<file path="config.mk">
export PLATFORM = sky130hd
export DESIGN_NAME = uart_tx
export DESIGN_NICKNAME = d
export VERILOG_FILES = /design/src/rtl/uart_tx.sv
export SDC_FILE = /design/constraint.sdc
export NUM_CORES = 1
export LEC_CHECK = 0
export CAP_MARGIN = 5
export CORE_MARGIN = 1
export CORE_UTILIZATION = 45
export CTS_BUF_LIST = sky130_fd_sc_hd__clkbuf_16
export DETAILED_ROUTE_END_ITERATION = 8
export PLACE_DENSITY = 0.64
export SYNTH_ARGS = -nofsm -noshare
export SYNTH_HDL_FRONTEND = slang
export SYNTH_SLANG_ARGS = --single-unit
</file>
<file path="constraint.sdc">
create_clock -name clk -period 3 [get_ports clk]
set_clock_uncertainty 0.1 [all_clocks]
set_input_delay 0.6 -clock clk [delete_from_list [all_inputs] [get_ports clk]]
set_output_delay 0.6 -clock clk [all_outputs]
set_load 0.02 [all_outputs]
</file>
<file path="src/rtl/uart_tx.sv">
// UART transmitter: write-side FIFO feeding an 8N1-style serializer.
// Ports: clk, rst_n, wr_en/wr_data in; full, empty, count, overflow, busy, TxOut out.
module uart_tx #(
  parameter int WIDTH       = 8,
  parameter int PARITY      = 0,
  parameter int STOP        = 1,
  parameter int SAMPLES     = 16,
  parameter int BUF_ADDR_SZ = 4
) (
  input  logic                   clk,
  input  logic                   rst_n,
  input  logic                   wr_en,
  input  logic [WIDTH-1:0]       wr_data,
  output logic                   full,
  output logic                   empty,
  output logic [BUF_ADDR_SZ:0]   count,
  output logic                   overflow,
  output logic                   busy,
  output logic                   TxOut
);

  localparam int DEPTH = 2 ** BUF_ADDR_SZ;
  localparam int CW    = $clog2(SAMPLES);
  localparam int BW    = $clog2(WIDTH);
  localparam int AW    = BUF_ADDR_SZ;

  typedef enum logic [2:0] {
    ST_IDLE  = 3'd0,
    ST_START = 3'd1,
    ST_DATA  = 3'd2,
    ST_PAR   = 3'd3,
    ST_STOP  = 3'd4
  } state_t;

  state_t           state_q, state_d;
  logic [CW-1:0]    cnt_q, cnt_d;
  logic [BW-1:0]    idx_q, idx_d;
  logic             stp_q, stp_d;
  logic [WIDTH-1:0] shift_q, shift_d;
  logic             par_q, par_d;
  logic             tx_q, tx_d;
  logic [AW-1:0]    wr_ptr_q, wr_ptr_d;
  logic [AW-1:0]    rd_ptr_q, rd_ptr_d;
  logic [AW:0]      count_q, count_d;
  logic             ovf_q, ovf_d;
  logic [WIDTH-1:0] mem_q [DEPTH];

  logic             push, pop, load, bit_end;
  logic [WIDTH-1:0] head;

  assign full     = (count_q == (AW+1)'(DEPTH));
  assign empty    = (count_q == '0);
  assign count    = count_q;
  assign overflow = ovf_q;
  assign busy     = (state_q != ST_IDLE);
  assign TxOut    = tx_q;

  assign push    = wr_en & ~full;
  assign head    = mem_q[rd_ptr_q];
  assign bit_end = (cnt_q == CW'(SAMPLES - 1));

  always_comb begin
    wr_ptr_d = wr_ptr_q + AW'(push);
    rd_ptr_d = rd_ptr_q + AW'(pop);
    count_d  = count_q + (AW+1)'(push) - (AW+1)'(pop);
    ovf_d    = wr_en & full;
  end

  always_comb begin
    state_d = state_q;
    cnt_d   = cnt_q + CW'(1);
    idx_d   = idx_q;
    stp_d   = stp_q;
    shift_d = shift_q;
    par_d   = par_q;
    tx_d    = tx_q;
    load    = 1'b0;
    pop     = 1'b0;
    case (state_q)
      ST_IDLE: begin
        cnt_d = '0;
        tx_d  = 1'b1;
        if (!empty) load = 1'b1;
      end
      ST_START: begin
        if (bit_end) begin
          state_d = ST_DATA;
          cnt_d   = '0;
          tx_d    = shift_q[0];
        end
      end
      ST_DATA: begin
        if (bit_end) begin
          cnt_d = '0;
          if (idx_q == BW'(WIDTH - 1)) begin
            stp_d = 1'b0;
            if (PARITY != 0) begin
              state_d = ST_PAR;
              tx_d    = par_q;
            end else begin
              state_d = ST_STOP;
              tx_d    = 1'b1;
            end
          end else begin
            idx_d   = idx_q + BW'(1);
            shift_d = shift_q >> 1;
            tx_d    = shift_q[1];
          end
        end
      end
      ST_PAR: begin
        if (bit_end) begin
          state_d = ST_STOP;
          cnt_d   = '0;
          stp_d   = 1'b0;
          tx_d    = 1'b1;
        end
      end
      ST_STOP: begin
        if (bit_end) begin
          cnt_d = '0;
          if (stp_q == 1'(STOP - 1)) begin
            // back-to-back frames: start bit follows the last stop cycle
            if (!empty) begin
              load = 1'b1;
            end else begin
              state_d = ST_IDLE;
              tx_d    = 1'b1;
            end
          end else begin
            stp_d = 1'b1;
          end
        end
      end
      default: begin
        state_d = ST_IDLE;
        cnt_d   = '0;
        tx_d    = 1'b1;
      end
    endcase
    if (load) begin
      pop     = 1'b1;
      state_d = ST_START;
      cnt_d   = '0;
      idx_d   = '0;
      stp_d   = 1'b0;
      shift_d = head;
      par_d   = (^head) ^ (PARITY == 2);
      tx_d    = 1'b0;
    end
  end

  always_ff @(posedge clk) begin
    if (push) mem_q[wr_ptr_q] <= wr_data;
  end

  always_ff @(posedge clk or negedge rst_n) begin
    if (!rst_n) begin
      state_q  <= ST_IDLE;
      cnt_q    <= '0;
      idx_q    <= '0;
      stp_q    <= 1'b0;
      shift_q  <= '0;
      par_q    <= 1'b0;
      tx_q     <= 1'b1;
      wr_ptr_q <= '0;
      rd_ptr_q <= '0;
      count_q  <= '0;
      ovf_q    <= 1'b0;
    end else begin
      state_q  <= state_d;
      cnt_q    <= cnt_d;
      idx_q    <= idx_d;
      stp_q    <= stp_d;
      shift_q  <= shift_d;
      par_q    <= par_d;
      tx_q     <= tx_d;
      wr_ptr_q <= wr_ptr_d;
      rd_ptr_q <= rd_ptr_d;
      count_q  <= count_d;
      ovf_q    <= ovf_d;
    end
  end

endmodule

</file>
==> metrics.md <==
| Metric | Value |
|---|---|
| Run status | complete, no violations |
| Share of synthesized flip-flops with an asynchronous set or reset | 20.5% |
| Slew margin rel. | 57.8% |
| Routed length per placed instance | 20.8 um |
| Initial antenna violation count | 0 |
| Ant. Diodes | 0 |
| Grt ovf | 0 |
| Commonest non-fill, non-tap cell in the layout | edfxtp_1 |
| Worst Path Required | 3240 ps |
| Gr usage total | around 19% |
| Clock tree from TritonCTS | done |
| Critical Path Sink Type | flop |
| Post-Layout Cell Count | 600 |
| Power consumption | 5.72 mW |
| Root cell of the clock tree | clkbuf_16 |
| Synthesized netlist cell count | 356 |
| Leakage power total | between 2 and 3 nW |
| Startpoint Class | flop |
| Number of DRC markers in iteration 0 | 307 |
| Number of hold buffers added after CTS | 0 |
| Post-synthesis area per instance | 18.5 um^2 |
| Final RePlAce weighted congestion | approximately 0.81 |
| Largest fanout on the critical path | 3 |
| Area taken by multi-input logic gates | between 1500 and 2000 um^2 |
| Worst-margin pin slew | ~630 ps |
| Layout cell share with drive strength beyond 1 | roughly 22% |
| Post-DRT Antenna Nets | 0 |
| Length of the first detailed-routing pass in iterations | 4 |
| Number of warnings printed during yosys synthesis | 0 |
| Full die area | 15,100 um^2 |
| Worst hold slack | between 300 and 400 ps |
| H-tree depth | 4 |
| Via total after detailed routing | 3,347 |
| Post-route fraction of the period consumed by the critical path | 95.1% |
| IR Drop Worst-Case VDD | 0.661 mV |
| Dpl hpwl | 8.03 mm |
| Die Width | 123 um |
| Number of global-route vias before repair | between 3k and 4k |
| Number of port buffers | 20 |
| Num CTS Buffers | 17 |
| Initial standard-cell utilization of the core | 46.7% |
| First-pass GRT wire length | 19.5 mm |
| Final setup viols | 0 |
| Post-synthesis instance area | around 6600 um^2 |
| Primary flip-flop cell chosen by synthesis mapping | edfxtp_1 |
| Type of the most critical hold path | flop to flop |
| Via-per-instance ratio | 5.58 |
| Number of flip-flops and latches in the synthesized netlist | 161 |
| Clock Latency Late Sink | between 400 and 500 ps |
| Commonest non-fill, non-tap cells in the layout | 128 x edfxtp_1, 31 x dfrtp_1, 29 x buf_4 |
| Number of placed cells counting well taps | 564 |
| Pin count of the biggest net entering global routing | 34 |
| Drt total wl | about 12 mm |
| Power per cell area | between 700 and 800 nW/um^2 |
| Layout net count | 432 |
| Seq. cell area | 4670 um^2 |
| Fillers | between 1k and 1.5k |
| Die Span Y | between 100 and 150 um |
| Post-synth cell types | 41 |
| Area Overhead vs Synth | 16.9% |
| Minimum clock period | 2850 ps |
| Max Clock Freq | 351 MHz |
| Number of enable flip-flop cells after synthesis | between 100 and 150 |
| Synthesized netlist net count | between 300 and 400 |
| Fraction of the yosys area taken by sequential cells | 70.9% |
| Row cnt | 43 |
| Clock edge transition at the registers on the reported setup and hold paths | 60 ps |
| Final Slew Violations | 0 |
| RSZ-0062 raised after global routing | true |
| Critical Setup Path Class | flop to flop |
| Top Ports | 21 |
| Core area | 14,100 um^2 |
| Total of max-cap violations | 0 |
| DRC Markers | 0 |
| Final Hold Vio Count | 0 |
| Data arrival at the endpoint of the critical path | 3090 ps |
| Clock net sink count | 161 |
| Number of buffers between clock root and the deepest sink | 2 |
## cell families after synthesis
| group | Yosys count | share of synthesized area [%] |
|---|---|---|
| DFF | 161 | 70.9 |
| AOI/OAI and AO/OA | 35 | 3.48 |
| xor gates and xnor gates | 12 | 1.60 |
| buffers and inverters | 31 | 2.76 |
| adders and majority gates | 14 | 2.77 |
| and+or+nand+nor | 53 | 4.09 |
| muxes | 50 | 14.4 |
## cell usage after synthesis, drive strengths merged (2+ instances only)
library cell	instances	area share [%]
edfxtp	128	58
clkbuf	2	0.11
o22ai	8	0.76
nand3b	2	0.23
a21oi	3	0.23
nand2b	4	0.38
nor3b	2	0.23
nand2	6	0.34
nor3	4	0.30
nand3	6	0.46
a211o	7	0.93
inv	14	0.80
nor2	20	1.1
mux2i	18	2.7
xor2	7	0.93
mux4	32	12
and3	3	0.29
xnor2	5	0.67
ha	13	2.5
dfrtp	32	12
o21ai	10	0.76
buf	15	1.8
## where the power goes
| part | internal, mW | switching (mW) |
|---|---|---|
| Clock | 1.17 | 0.910 |
| Sequential | 2.67 | 0.125 |
| Combinational | 0.379 | 0.469 |
## per-stage QoR
step	setup WS [ps]	utilization [%]	instance area, um^2	TNS, ps
2_1_floorplan	9.07	-	6580	0
3_3_place_gp	176	50.2	7070	0
3_5_place_dp	91.0	50.2	7070	0
4_1_cts	58.5	54.2	7640	0
5_1_grt	-41.1	54.6	7700	-41.1
6_report	148	54.6	7700	0
## path summary, 6_finish.rpt
path	endpoint	start	cells past startpoint	slack [ps]
max in group asynchronous	TxOut$_DFFE_PN1P_	rst_n	2	1970
min in group asynchronous	count[3]$_DFF_PN0_	rst_n	2	500
worst min register to register	cnt_q[0]$_DFF_PN0_	cnt_q[0]$_DFF_PN0_	1	360
worst min-delay path	cnt_q[0]$_DFF_PN0_	cnt_q[0]$_DFF_PN0_	1	360
worst max register to register	count[4]$_DFF_PN0_	count[3]$_DFF_PN0_	14	150
worst max-delay path	count[4]$_DFF_PN0_	count[3]$_DFF_PN0_	14	150
## sequential cells by signal (all words and copies together), names as in the netlist
| name | count |
|---|---|
| mem_q | 128 |
| shift_q | 8 |
| count | 5 |
| cnt_q | 4 |
| rd_ptr_q | 4 |
| wr_ptr_q | 4 |
| idx_q | 3 |
| state_q | 3 |
| TxOut | 1 |
| overflow | 1 |
## routing by layer
| layer | routed length, um | vias up | part of all wire, % | global-route usage, % |
|---|---|---|---|---|
| li1 | - | 1512 | - | - |
| met1 | 5450 | 1720 | 44 | 24.5 |
| met2 | 6160 | 96 | 49 | 29.7 |
| met3 | 622 | 19 | 5.0 | 4.43 |
| met4 | 233 | 0 | 1.9 | 7.47 |
| met5 | 0 | - | 0 | 0 |
## layout make-up
cell class	instances	share of cell area, %
Inverter	14	0.683
Sequential cell	161	60.7
Tap cell	180	2.93
Timing Repair Buffer	49	5.43
Clock buffer	17	5.53
Clock inverter	15	1.92
Multi-Input combinational cell	164	22.8
## timing repair
item	4_1_cts	5_1_grt
buffers inserted	0	4
resized for setup	0	10
setup endpoints to repair	0	2
endpoints found under the hold margin	0	0
## worst max-delay path, stage by stage, from the launching register on
cell and delay (ps):
dfrtp_1 410, inv_2 90, ha_4 120, or4b_4 460, o211ai_1 120, inv_1 100
ha_1 280, inv_1 60, ha_2 180, inv_2 40, fa_2 400, inv_2 70
a21oi_2 40, o21bai_1 170, xnor2_1 130
Power figures use the tool's default switching activity.
